**src/rtl/music_ctrl.sv**
```systemverilog
// Button front end + play/pause/stop FSM for the buzzer player; optional replay via `MUSIC_LOOP_EN.
// Latency: raw key edge to press pulse about DEBOUNCE_CYC+2 clk; FSM outputs registered from next-state.
// No backpressure: play_done is consumed every cycle, and ignored while IDLE.
`timescale 1ns/1ps
module music_ctrl #(
  parameter int          DEBOUNCE_CYC = 1_000_000,
  parameter logic [7:0]  LOOP_CNT     = 8'd2
) (
  input  logic       clk,
  input  logic       rst_n,
  input  logic       key_play_n,
  input  logic       key_pause_n,
  input  logic       play_done,
  output logic       play_en,
  output logic       start_stop,
  output logic       busy,
  output logic [1:0] ctrl_state,
  output logic [7:0] done_cnt
);

  localparam int             CW      = (DEBOUNCE_CYC > 2) ? $clog2(DEBOUNCE_CYC) : 1;
  localparam logic [CW-1:0]  CNT_MAX = CW'(DEBOUNCE_CYC - 1);

  typedef enum logic [1:0] {
    S_IDLE  = 2'b00,
    S_START = 2'b11,
    S_RUN   = 2'b01,
    S_PAUSE = 2'b10
  } state_t;

  // Bit 0 = play key, bit 1 = pause key; all levels idle high (released).
  logic [1:0]    key_s1, key_s2, key_db, key_db_d;
  logic [CW-1:0] db_cnt [2];
  logic [1:0]    press;
  logic          play_pr, pause_pr;

  always_ff @(posedge clk or negedge rst_n) begin
    if (!rst_n) begin
      key_s1    <= 2'b11;
      key_s2    <= 2'b11;
      key_db    <= 2'b11;
      key_db_d  <= 2'b11;
      db_cnt[0] <= '0;
      db_cnt[1] <= '0;
    end else begin
      key_s1   <= {key_pause_n, key_play_n};
      key_s2   <= key_s1;
      key_db_d <= key_db;
      for (int i = 0; i < 2; i++) begin
        if (key_s2[i] == key_db[i]) begin
          db_cnt[i] <= '0;
        end else if (db_cnt[i] == CNT_MAX) begin
          db_cnt[i] <= '0;
          key_db[i] <= key_s2[i];
        end else begin
          db_cnt[i] <= db_cnt[i] + 1'b1;
        end
      end
    end
  end

  assign press    = key_db_d & ~key_db;
  assign play_pr  = press[0];
  assign pause_pr = press[1];

  state_t state, state_nx;
  logic   loop_again;

`ifdef MUSIC_LOOP_EN
  logic [7:0] loop_rem;
  logic       loop_load, loop_dec;

  assign loop_again = (loop_rem != 8'd0);

  always_ff @(posedge clk or negedge rst_n) begin
    if (!rst_n)         loop_rem <= 8'd0;
    else if (loop_load) loop_rem <= LOOP_CNT;
    else if (loop_dec)  loop_rem <= loop_rem - 8'd1;
  end
`else
  logic unused_loop_cnt;
  assign unused_loop_cnt = ^LOOP_CNT;
  assign loop_again      = 1'b0;
`endif

  always_ff @(posedge clk or negedge rst_n) begin
    if (!rst_n) state <= S_IDLE;
    else        state <= state_nx;
  end

  always_comb begin
    state_nx = state;
`ifdef MUSIC_LOOP_EN
    loop_load = 1'b0;
    loop_dec  = 1'b0;
`endif
    case (state)
      S_IDLE: begin
        if (play_pr) begin
          state_nx = S_START;
`ifdef MUSIC_LOOP_EN
          loop_load = 1'b1;
`endif
        end
      end
      S_START: state_nx = S_RUN;
      S_RUN, S_PAUSE: begin
        // Tune completion outranks any key press landing in the same cycle.
        if (play_done) begin
          state_nx = loop_again ? S_START : S_IDLE;
`ifdef MUSIC_LOOP_EN
          loop_dec = loop_again;
`endif
        end else if (state == S_RUN) begin
          if (pause_pr) state_nx = S_PAUSE;
        end else if (play_pr || pause_pr) begin
          state_nx = S_RUN;
        end
      end
      default: state_nx = S_IDLE;
    endcase
  end

  always_ff @(posedge clk or negedge rst_n) begin
    if (!rst_n) begin
      play_en    <= 1'b0;
      start_stop <= 1'b0;
      done_cnt   <= 8'd0;
    end else begin
      play_en    <= (state_nx == S_START);
      start_stop <= (state_nx == S_START) || (state_nx == S_RUN);
      if (play_done && (state != S_IDLE) && (done_cnt != 8'hFF))
        done_cnt <= done_cnt + 8'd1;
    end
  end

  assign busy       = (state != S_IDLE);
  assign ctrl_state = state;

endmodule
```
**config.mk**
```make
export PLATFORM = sky130hd
export DESIGN_NAME = music_ctrl
export DESIGN_NICKNAME = d
export VERILOG_FILES = /design/src/rtl/music_ctrl.sv
export SDC_FILE = /design/constraint.sdc
export NUM_CORES = 1
export LEC_CHECK = 0
export ABC_AREA = 1
export BUFFER_PORTS_ARGS = -buffer_cell sky130_fd_sc_hd__buf_2
export CAP_MARGIN = 20
export CORE_ASPECT_RATIO = 1.4
export CORE_MARGIN = 4
export CORE_UTILIZATION = 42
export DETAILED_ROUTE_END_ITERATION = 6
export SLEW_MARGIN = 20
export SYNTH_ARGS = -nofsm -noshare
export SYNTH_HDL_FRONTEND = slang
export SYNTH_SLANG_ARGS = --single-unit
```
**constraint.sdc**
```tcl
create_clock -name clk -period 2.4 [get_ports clk]
set_input_delay 0.12 -clock clk [delete_from_list [all_inputs] [get_ports clk]]
set_output_delay 0.12 -clock clk [all_outputs]
set_load 0.05 [all_outputs]
```
### Word-level counts from Yosys, hierarchy flattened

Index checks and enable logic that the tools add are counted.

* reductions and logical operators: 9
* mux-type cells: 10
* eq/ne operators: 10
* add/subtract/negate cells: 3
* bitwise gates (word level): 4

Operators by type and width (count)
* $mux 20: 4
* $add 20x1->20 const B: 2
* $eq 20x20->1 const B: 2
* $mux 2: 5
* $add 8x1->8 const B: 1
* $ne 8x8->1 const B: 1
* $eq 2x2->1 const B: 3
* $pmux 2 s3: 1
* $eq 2x1->1 const B: 2
* $reduce_and 2->1: 2
* $and 2x2->2: 1
* $eq 1x1->1: 2
* $logic_and 1x1->1: 2
* $logic_not 2->1: 1
* $logic_or 1x1->1: 2
* $not 1->1: 2
* $not 2->2: 1
* $reduce_bool 2->1: 1
* $reduce_or 2->1: 1

* bits in registers: 60
* word-level logic and storage cells: 47

### Longest topological paths before layout

Gate-level depths: netlist of run 1.

* depth after elaboration: 9
* gate-level depth with buffers: 9
* gate-level depth less buffers: 9

### Worst setup path after synthesis of run 1

OpenSTA, ideal clock, no wires.

* kind: flip-flop to flip-flop
* from: register state[0] (netlist: ctrl_state[0])
* to: register play_en
* setup slack: 597 ps
* setup time: 116 ps
* clock period less this slack: 1803 ps
* stages on the path, launching flop included: 9
* arrival time: 1687 ps
* data required time: 2284 ps
* path buffers: 0
* cells stage by stage: dfrtp_1 inv_1 ha_1 inv_1 nand2_1 nand2_1 nand2_1 nand2_1 nor2_1

* word-level cells in the longest chain between the ends: 5
* elaborated cells on any way between the ends: 12
* classes of those cells: 4 x eq/ne; 6 x mux; 2 x reduce/logical

Ends and longest elaborated chain
* start, declared: line 66 `state_t state, state_nx;`
* start signal, assigned: line 88 `else state <= state_nx;`
* $eq 2x1->1 (tied with other cells): line 97, 114
* $mux 2: line 114 `end else if (state == S_RUN) begin`
* $mux 2: line 109 `if (play_done) begin`
* $pmux 2 s3 (*): line 97 `case (state)`
* $eq 2x2->1 (*): line 130 `play_en <= (state_nx == S_START);`
* end signal, assigned: line 130
* end, declared: line 14 `output logic play_en,`

Every way passes the cells marked *; elsewhere a longest branch is shown, timed or not.
A chain may end at the register's enable or synchronous reset.

### Worst setup path after layout of run 1

* from: register state[0] (netlist: ctrl_state[0])
* to: output port busy

* word-level cells in the longest chain between the ends: 1

Ends and longest elaborated chain
* $reduce_bool 2->1: line 137 `assign busy = (state != S_IDLE);`
* end, declared: line 16 `output logic busy,`

No other way between the ends.

==> results of run 1 <==
## layer usage
| metal | part of all wire (%) | track usage, % |
|---|---|---|
| met1 | 43 | 18.2 |
| met5 | 0 | 0 |
| met2 | 52 | 26.2 |
| met3 | 2.5 | 4.63 |
| met4 | 1.8 | 5.75 |
## registers in the layout (all words and copies together) (netlist names)
signal,count
db_cnt,40
done_cnt,8
ctrl_state,2
key_db,2
key_db_d,2
key_s1,2
key_s2,2
play_en,1
## critical path: cells and delay by family (launching register included)
family / cells / cell delay [ns]
fa+ha+maj: 1 / 0.23
flops: 1 / 0.46
buf+inv: 3 / 0.47
## what timing repair did
item                      in CTS  in global routing
hold buffers                   3                  0
hold endpoints to repair      31                  0
resized for setup              0                  0
## power breakdown
group	switching (W)	total, W	leakage (nW)	internal [W]
logic	0.0000464	0.0000648	0.782	0.0000184
registers	0.00000771	0.00102	0.791	0.00101
clock network	0.000393	0.000895	0.0991	0.000502
## per-stage QoR
step	std cells	util (%)	total power [W]	hold slack [ns]	area, µm²
6_report	531	49.0	0.00198	0.236	3600
5_1_grt	531	49.0	0.00207	0.274	3600
4_1_cts	531	49.0	0.00201	0.225	3600
3_5_place_dp	512	45.9	0.00110	0.227	3380
3_3_place_gp	512	45.9	0.00110	0.226	3380
2_1_floorplan	397	-	0.00106	-0.176	3170
## how the worst max path moves through the flow
stage | start | endpoint | slack (ns) | cells past startpoint
after detailed placement | db_cnt[0] | db_cnt[17] | 0.86 | 8
after global routing | ctrl_state[0] | busy | 0.67 | 4
after CTS | ctrl_state[0] | busy | 0.75 | 4
final | ctrl_state[0] | busy | 0.79 | 4
after floorplan | ctrl_state[0] | play_en | 0.60 | 8
after global placement | db_cnt[0] | db_cnt[16] | 0.90 | 8
## kinds of logic after synthesis
family / synth area share, %
AO/OA/AOI/OAI: 2.84
XOR/XNOR: 6.08
adder cells (fa/ha/maj): 2.37
buffers and inverters: 6.95
flip-flops: 46.9
AND/OR/NAND/NOR: 34.8
## synth_stat cells (7+ instances only)
| library cell | count |
|---|---|
| sky130_fd_sc_hd__nand2_1 | 95 |
| sky130_fd_sc_hd__nor2_1 | 71 |
| sky130_fd_sc_hd__dfrtp_1 | 51 |
| sky130_fd_sc_hd__inv_1 | 47 |
| sky130_fd_sc_hd__nand3_1 | 24 |
| sky130_fd_sc_hd__xor2_1 | 16 |
| sky130_fd_sc_hd__a21oi_1 | 11 |
| sky130_fd_sc_hd__nand2_2 | 10 |
| sky130_fd_sc_hd__dfstp_2 | 8 |
| sky130_fd_sc_hd__inv_2 | 8 |
| sky130_fd_sc_hd__nor2_4 | 8 |
| sky130_fd_sc_hd__nor2_2 | 7 |
## cell type report
type                            count  area (µm²)  share of cell area (%)
Clock inverter                      5        52.6                    1.46
Tap cell                           97         121                    3.37
Sequential cell                    59        1490                    41.2
Clock buffer                       11         141                    3.92
Timing Repair Buffer               22         130                    3.61
Multi-Input combinational cell    281        1460                    40.5
Inverter                           56         213                    5.90
==> out/results.txt, run 1 <==
The run finished with clean final reports. The critical path is of the flop to output pin type. The clock latency reported for the late side of the worst-skew pair was 0.34 ns. Via density per instance: 4.57. The initial utilization of the core area, before any placement, comes to 43.0%.

Worst hold-check path type: input pin to flop. The final number of hold-violating endpoints was 0. The die is 111 µm tall.

The I/O pin total is 18. Traced cell by cell, the critical path runs through inv_1, ha_1, inv_1, buf_2. Dividing the detail-routed wire length by the instance count gives 11.7 µm. In this run the power density over the cells is 548 nW/µm². Total iterations of the first detailed-routing run: 4.

On the worst path, the slowest cell contributes a delay of 0.46 ns. The first global-routing pass estimated 10800 µm of wire. The critical-path cell with the highest stage delay was sky130_fd_sc_hd__dfrtp_1.

The number of nets handed over by synthesis was 408. Counting every sink on the clock net gives 59. Once routing completed, OpenROAD measured the worst setup slack at 0.787 ns.

The post-synthesis average cell area is 7.98 µm². After layout, the worst path uses 67.2% of the clock period. The floorplan die area was 9010 µm².

TritonCTS built the clock tree. In this run the post-CTS setup repair buffer count came out at 0. The post-synthesis cell type with the largest combined area was sky130_fd_sc_hd__dfrtp_1. The library cell used most frequently in the layout, excluding fill and tap cells, is sky130_fd_sc_hd__nand2_1. The required time of the worst setup path came out at 2.28 ns.

The post-layout net count is 440, and the worst-case register-to-register setup slack is 0.87 ns. The worst pin sits at a relative slew slack of 39.9%. In the synthesized netlist the async set-or-reset flop fraction comes to 100%. The congestion estimate from routability-driven global placement came to 0.825. In the global route stage, overall resource usage came out at 15.6%. The logs give 4550 µm for the detailed placer's ending HPWL and 92 for the number of violations reported at the end of detailed-routing iteration 0.

The run gives 0 as the Yosys warning count. Before CTS, the worst setup slack after placement is 0.860 ns. Setup repair after global routing left no endpoint under its margin. In this run the most critical hold path is launched from play_done.

Summed over its instances, the top area cell type makes up 40.3% of the synthesized netlist area. The arrival time of data at the critical path endpoint was 1.49 ns. After routing, the total negative slack on setup checks comes to 0 ns. In the layout the commonest cells are 95 x sky130_fd_sc_hd__nand2_1, 71 x sky130_fd_sc_hd__nor2_1, 51 x sky130_fd_sc_hd__dfrtp_1. The via count of the first global-routing pass was 2442.

The tools report the remaining global-route overflow as 0. Clock slew seen by the registers of the worst setup and hold paths: 0.06 ns. The run gives 0 as the count of nets left with antenna violations after detail routing.

The setup-violating endpoint count in the final report is 0, and the share of the yosys chip area belonging to registers is 46.9%. Of all nets on the critical path, the largest fanout is 7. Relative to the synthesized area, the layout overhead comes to 13.8%. The tree is rooted in a sky130_fd_sc_hd__clkbuf_8. The routed wire length was 6190 µm. The synthesized netlist occupies a cell area of 3170 µm². Final number of max-transition violations: 0. Across the VDD grid, the largest voltage drop is 0.000325 V. The worst hold path was traced through 5 stages. The worst path needs 1.61 ns of the cycle, external delays included. The commonest register cell after synthesis was sky130_fd_sc_hd__dfrtp_1. For the number of instances in the synthesized netlist, the log shows 397.

By area the synthesized netlist is led by sky130_fd_sc_hd__dfrtp_1 40%, sky130_fd_sc_hd__nand2_1 11%, sky130_fd_sc_hd__nor2_1 8.4%. At the pin with the least slew margin, the transition time is 0.902 ns. The register bit count reported by yosys was 59; the maximum root-to-sink buffer count was 2. The residual DRC count was 0. Derived from the worst setup path, the maximum achievable clock frequency is 620 MHz. The number of flops mapped to enable cells by yosys was 0; the standard-cell row count was 37. The count of buffers added on input and output ports is 17. The worst register-to-register path ends at done_cnt[5]. The logs give 27 for the count of unique library cells instantiated by Yosys and 1.67 nW for the leakage power figure. The placeable core region was 7360 µm²; the final clock skew was 0.00474 ns. The ratio of cells with drive above 1 in the final layout was 19.1%.

The worst register-to-register path begins at ctrl_state[0]. After filler insertion, the fill cell instance count of the layout stands at 726. Entering global routing, the biggest net connects 40 pins. The tools report the total of max-cap violations as 0. The tools report the initial antenna violation count as 0. STA classifies the critical path startpoint as a flop. The tools report the number of buffers created by CTS as 9. The routed layout has 2425 vias. The tools report the sort of element at the end of the critical path as an output pin. The path depth of the worst reg2reg path was 7; the die extent in x was 81.4 µm.

The most numerous cell type found on the critical path is sky130_fd_sc_hd__inv_1. The tools report the count of H-tree levels built during CTS as 3. The worst hold path terminates at done_cnt[0]. For the number of antenna repair diodes, the log shows 0.
(Power assumes the default switching activity.)
==> run 2: changes to the inputs <==
- ABC_AREA: 1 -> 0
- clock period: 2.4 -> 1.4 ns (I/O delays scaled with it)
==> out/results.txt, run 2 <==
Routed wire length: 5960 µm (was 6190 µm). Critical path launch point type: a flop (unchanged). The clock latency reported for the late side of the worst-skew pair is 0.33 ns (was 0.34 ns). The number of violations reported at the end of detailed-routing iteration 0 is 38 (was 92), and the number of flops mapped to enable cells by yosys is 0 (unchanged). Sequence of cells on the critical path: nand3_4, nor4_4, nand3_1, xor2_1, nor2_4 (was inv_1, ha_1, inv_1, buf_2).

Total nets after synthesis: 280 (was 408). For the arrival time of data at the critical path endpoint, the log shows 1.70 ns (was 1.49 ns). For the clock group share of total power, the log shows 50.7% (was 45.3%). The setup-violating endpoint count in the final report came out at 44 (was 0). Setup repair after global routing could not meet its margin everywhere. The slew of the pin with the lowest slew margin is 0.338 ns (was 0.902 ns). Critical-path cell with the highest stage delay: sky130_fd_sc_hd__dfrtp_1 (unchanged). The worst hold-check path type was input pin to flop (unchanged). The tools report the final critical-path setup slack as -0.0863 ns (was 0.787 ns). TritonCTS built the clock tree. The logs give 375 (was 440) for the post-layout net count and 2325 (was 2442) for the via count of the first global-routing pass. Required time of the worst setup path: 1.61 ns (was 2.28 ns). Largest registers ranked by flip-flop count: db_cnt: 40 flops, done_cnt: 8 flops (unchanged).

The fraction of the cycle the final worst path needs was 106%; the Yosys warning count was 0 (unchanged). The run gives 77.4% (was 39.9%) as the max-slew headroom at the worst pin. The run gives 0 (unchanged) as the remaining global-route overflow.

The area added between synthesis and finish came out at 46.6% (was 13.8%). The clock slew seen by the registers of the worst setup and hold paths works out to 0.07 ns (was 0.06 ns). Top cells by area in the synthesized netlist: sky130_fd_sc_hd__dfrtp_1 45%, sky130_fd_sc_hd__xor2_1 8.0%, sky130_fd_sc_hd__dfstp_2 7.4% (was sky130_fd_sc_hd__dfrtp_1 40%, sky130_fd_sc_hd__nand2_1 11%, sky130_fd_sc_hd__nor2_1 8.4%). The internal power consumption was 0.00314 W (was 0.00153 W). The tools report the weighted congestion at the end of routability-driven global placement as 0.825 (about the same). The tools report the pre-CTS worst setup slack as -0.108 ns (was 0.860 ns). The total of max-cap violations was 0 (unchanged). The number of sinks on the clock net is 59 (unchanged), and the ratio of total power to cell area is 940 nW/µm² (was 548 nW/µm²). The via density per instance is 5.03 (was 4.57), and the number of buffers created by CTS is 9 (unchanged). The count of port buffers added during placement is 17 (unchanged).

For the residual DRC count, the log shows 0 (unchanged). The fraction of power consumed by sequential logic was 44.5% (was 51.4%); the die extent in x was 77.5 µm (was 81.4 µm). Count of nets left with antenna violations after detail routing: 0 (unchanged).

The minimum clock period after layout was 1.49 ns. The most used standard cell by instance count after synthesis was sky130_fd_sc_hd__dfrtp_1 (was sky130_fd_sc_hd__nand2_1). The via count of the routed design was 2228 (was 2425). The logs give 18 (unchanged) for the I/O pin total and 35 (was 37) for the standard-cell row count. The smallest hold slack is 0.124 ns (was 0.236 ns). The run finished, with violations left. The final clock skew is 0.0112 ns (was 0.00474 ns), and the area fraction of the dominant cell type after synthesis is 45.0% (was 40.3%). The switching fraction of total power was 19.8% (was 22.6%). The proportion of power drawn by combinational gates was 4.8% (was 3.3%); the post-synthesis average cell area was 10.5 µm² (was 7.98 µm²). The leakage power figure was 1.92 nW (was 1.67 nW); the worst stage delay on the critical path was 0.43 ns (was 0.46 ns). The post-synthesis cell type with the largest combined area is sky130_fd_sc_hd__dfrtp_1 (unchanged). The cell count after placement came out at 416 (was 512).

The fill cell instance count of the final layout is 547 (was 726), and the global-route usage over all layers is 15.5% (was 15.6%). The tools report the floorplan die area as 8150 µm² (was 9010 µm²). For the wire length of the first global-routing pass, the log shows 10100 µm (was 10800 µm).

Static timing analysis puts the maximum clock frequency at 673 MHz. Register bit count reported by yosys: 59 (unchanged). Final-layout setup total negative slack: -1.77 ns (was 0 ns). The leading cell type in the layout, fill and taps excluded is sky130_fd_sc_hd__buf_4 (was sky130_fd_sc_hd__nand2_1). For the initial antenna violation count, the log shows 0 (unchanged). The ratio of cells with drive above 1 in the final layout came out at 49.1% (was 19.1%).

For the share of the yosys chip area belonging to registers, the log shows 52.4% (was 46.9%). The post-layout instance count excluding filler cells was 443 (was 531); the die boundary height was 105 µm (was 111 µm). The run gives 2 (unchanged) as the maximum root-to-sink buffer count.

Type of the worst setup path: flop to flop (was flop to output pin). The tools report the worst vdd rail ir drop as 0.000856 V (was 0.000325 V). The register name with the most flops is db_cnt (unchanged).

The logs give 43.2% (was 43.0%) for the initial core utilization and 3910 µm (was 4550 µm) for the detailed placer's ending HPWL. The sort of element at the end of the critical path was a flop (was an output pin). The peak fanout along the critical path came out at 5 (was 7). The number of flip-flops in the largest register is 40 (unchanged), and the largest net degree at the start of global routing is 60 (was 40). The count of H-tree levels built during CTS was 3 (unchanged); the routed wire length per instance was 13.4 µm (was 11.7 µm). For the reported net switching power, the log shows 0.000773 W (was 0.000447 W).

The logs give 269 (was 397) for the number of instances in the synthesized netlist and 4 (unchanged) for the total iterations of the first detailed-routing run. Share of flip-flops with an asynchronous set or reset: 100% (unchanged). Commonest register cell after synthesis: sky130_fd_sc_hd__dfrtp_1 (unchanged). Post-synthesis instance area: 2840 µm² (was 3170 µm²). Commonest non-fill, non-tap cells in the layout: 60 x sky130_fd_sc_hd__buf_4, 42 x sky130_fd_sc_hd__dfrtp_1, 27 x sky130_fd_sc_hd__nor2_1 (was 95 x sky130_fd_sc_hd__nand2_1, 71 x sky130_fd_sc_hd__nor2_1, 51 x sky130_fd_sc_hd__dfrtp_1). The run gives 0 (unchanged) as the number of antenna repair diodes.

The placeable core region came out at 6570 µm² (was 7360 µm²). The final reports fail on setup timing. Top post-synthesis cells by count: 51 x sky130_fd_sc_hd__dfrtp_1, 49 x sky130_fd_sc_hd__nor2_1, 26 x sky130_fd_sc_hd__xor2_1 (was 95 x sky130_fd_sc_hd__nand2_1, 71 x sky130_fd_sc_hd__nor2_1, 51 x sky130_fd_sc_hd__dfrtp_1).

The count of unique library cells instantiated by Yosys was 32 (was 27). The tools report the final number of max-transition violations as 0 (unchanged). The final number of hold-violating endpoints is 0 (unchanged). The root buffer cell was sky130_fd_sc_hd__clkbuf_8 (unchanged).
## run 2: timing repair
item,CTS,global route
setup buffers,3,3
gates cloned,1,1
hold endpoints to repair,53,0
resized for setup,34,29
endpoints found under the setup margin,46,49
pin swaps,23,12
hold buffers,3,0
## run 2: kinds of logic after synthesis
kind of cell / after synthesis / share of synthesized area [%]
fa+ha+maj: 6 / 2.65
mux: 3 / 1.19
flops: 59 / 52.4
simple gates: 133 / 25.5
compound gates: 7 / 1.81
buf+inv: 17 / 2.91
xor+xnor: 44 / 13.6
## run 2: area by class of cell
type                    instances  area (µm²)  share of cell area (%)
multi-input cells             193        1550                    37.2
flip-flops and latches         59        1500                    36.0
repair buffers                 89         716                    17.2
clock buffers                  12         165                    3.97
clock inverters                 4        95.1                    2.29
well taps                      74        92.6                    2.23
inverters                      12        47.5                    1.14
## run 2: per-stage QoR
step	instance area [µm²]	power (W)	util, %
global placement	3540	0.00191	53.9
floorplan	2920	0.00182	-
global route	4160	0.00406	63.3
detailed placement	3540	0.00192	53.9
finish	4160	0.00391	63.3
CTS	4000	0.00394	60.9
## run 2: metal layers
layer | vias to the layer above | global-route usage [%] | wire length [µm]
met5 | - | 0 | 0
met4 | 0 | 7.63 | 169
met3 | 17 | 3.76 | 142
met2 | 31 | 27.9 | 3320
met1 | 1089 | 16.8 | 2320
li1 | 1091 | - | -
## run 2: worst max-delay path: cells and delay by family (launching register included)
kind / cells / cell delay (ns)
AND/OR/NAND/NOR: 4 / 0.69
XOR/XNOR: 1 / 0.26
flip-flops: 1 / 0.43
## run 2: worst paths after layout
| check | from | endpoint | slack (ns) | cells after the start |
|---|---|---|---|---|
| worst min-delay path | play_done | ctrl_state[1] | 0.12 | 3 |
| max in group asynchronous | rst_n | key_db[0] | 0.81 | 3 |
| min in group asynchronous | rst_n | done_cnt[6] | 0.26 | 3 |
| worst min register to register | key_s1[0] | key_s2[0] | 0.36 | 0 |
| worst max register to register | db_cnt[27] | db_cnt[37] | -0.09 | 5 |
| worst max-delay path | db_cnt[27] | db_cnt[37] | -0.09 | 5 |
## run 2: power by group through the flow
stage / Combinational (W) / Clock, W / Sequential [W]
4_1_cts: 0.000167 / 0.00203 / 0.00174
6_report: 0.000186 / 0.00198 / 0.00174
3_3_place_gp: 0.000143 / 0 / 0.00177
2_1_floorplan: 0.0000479 / 0 / 0.00178
5_1_grt: 0.000206 / 0.00211 / 0.00174
3_5_place_dp: 0.000144 / 0 / 0.00177
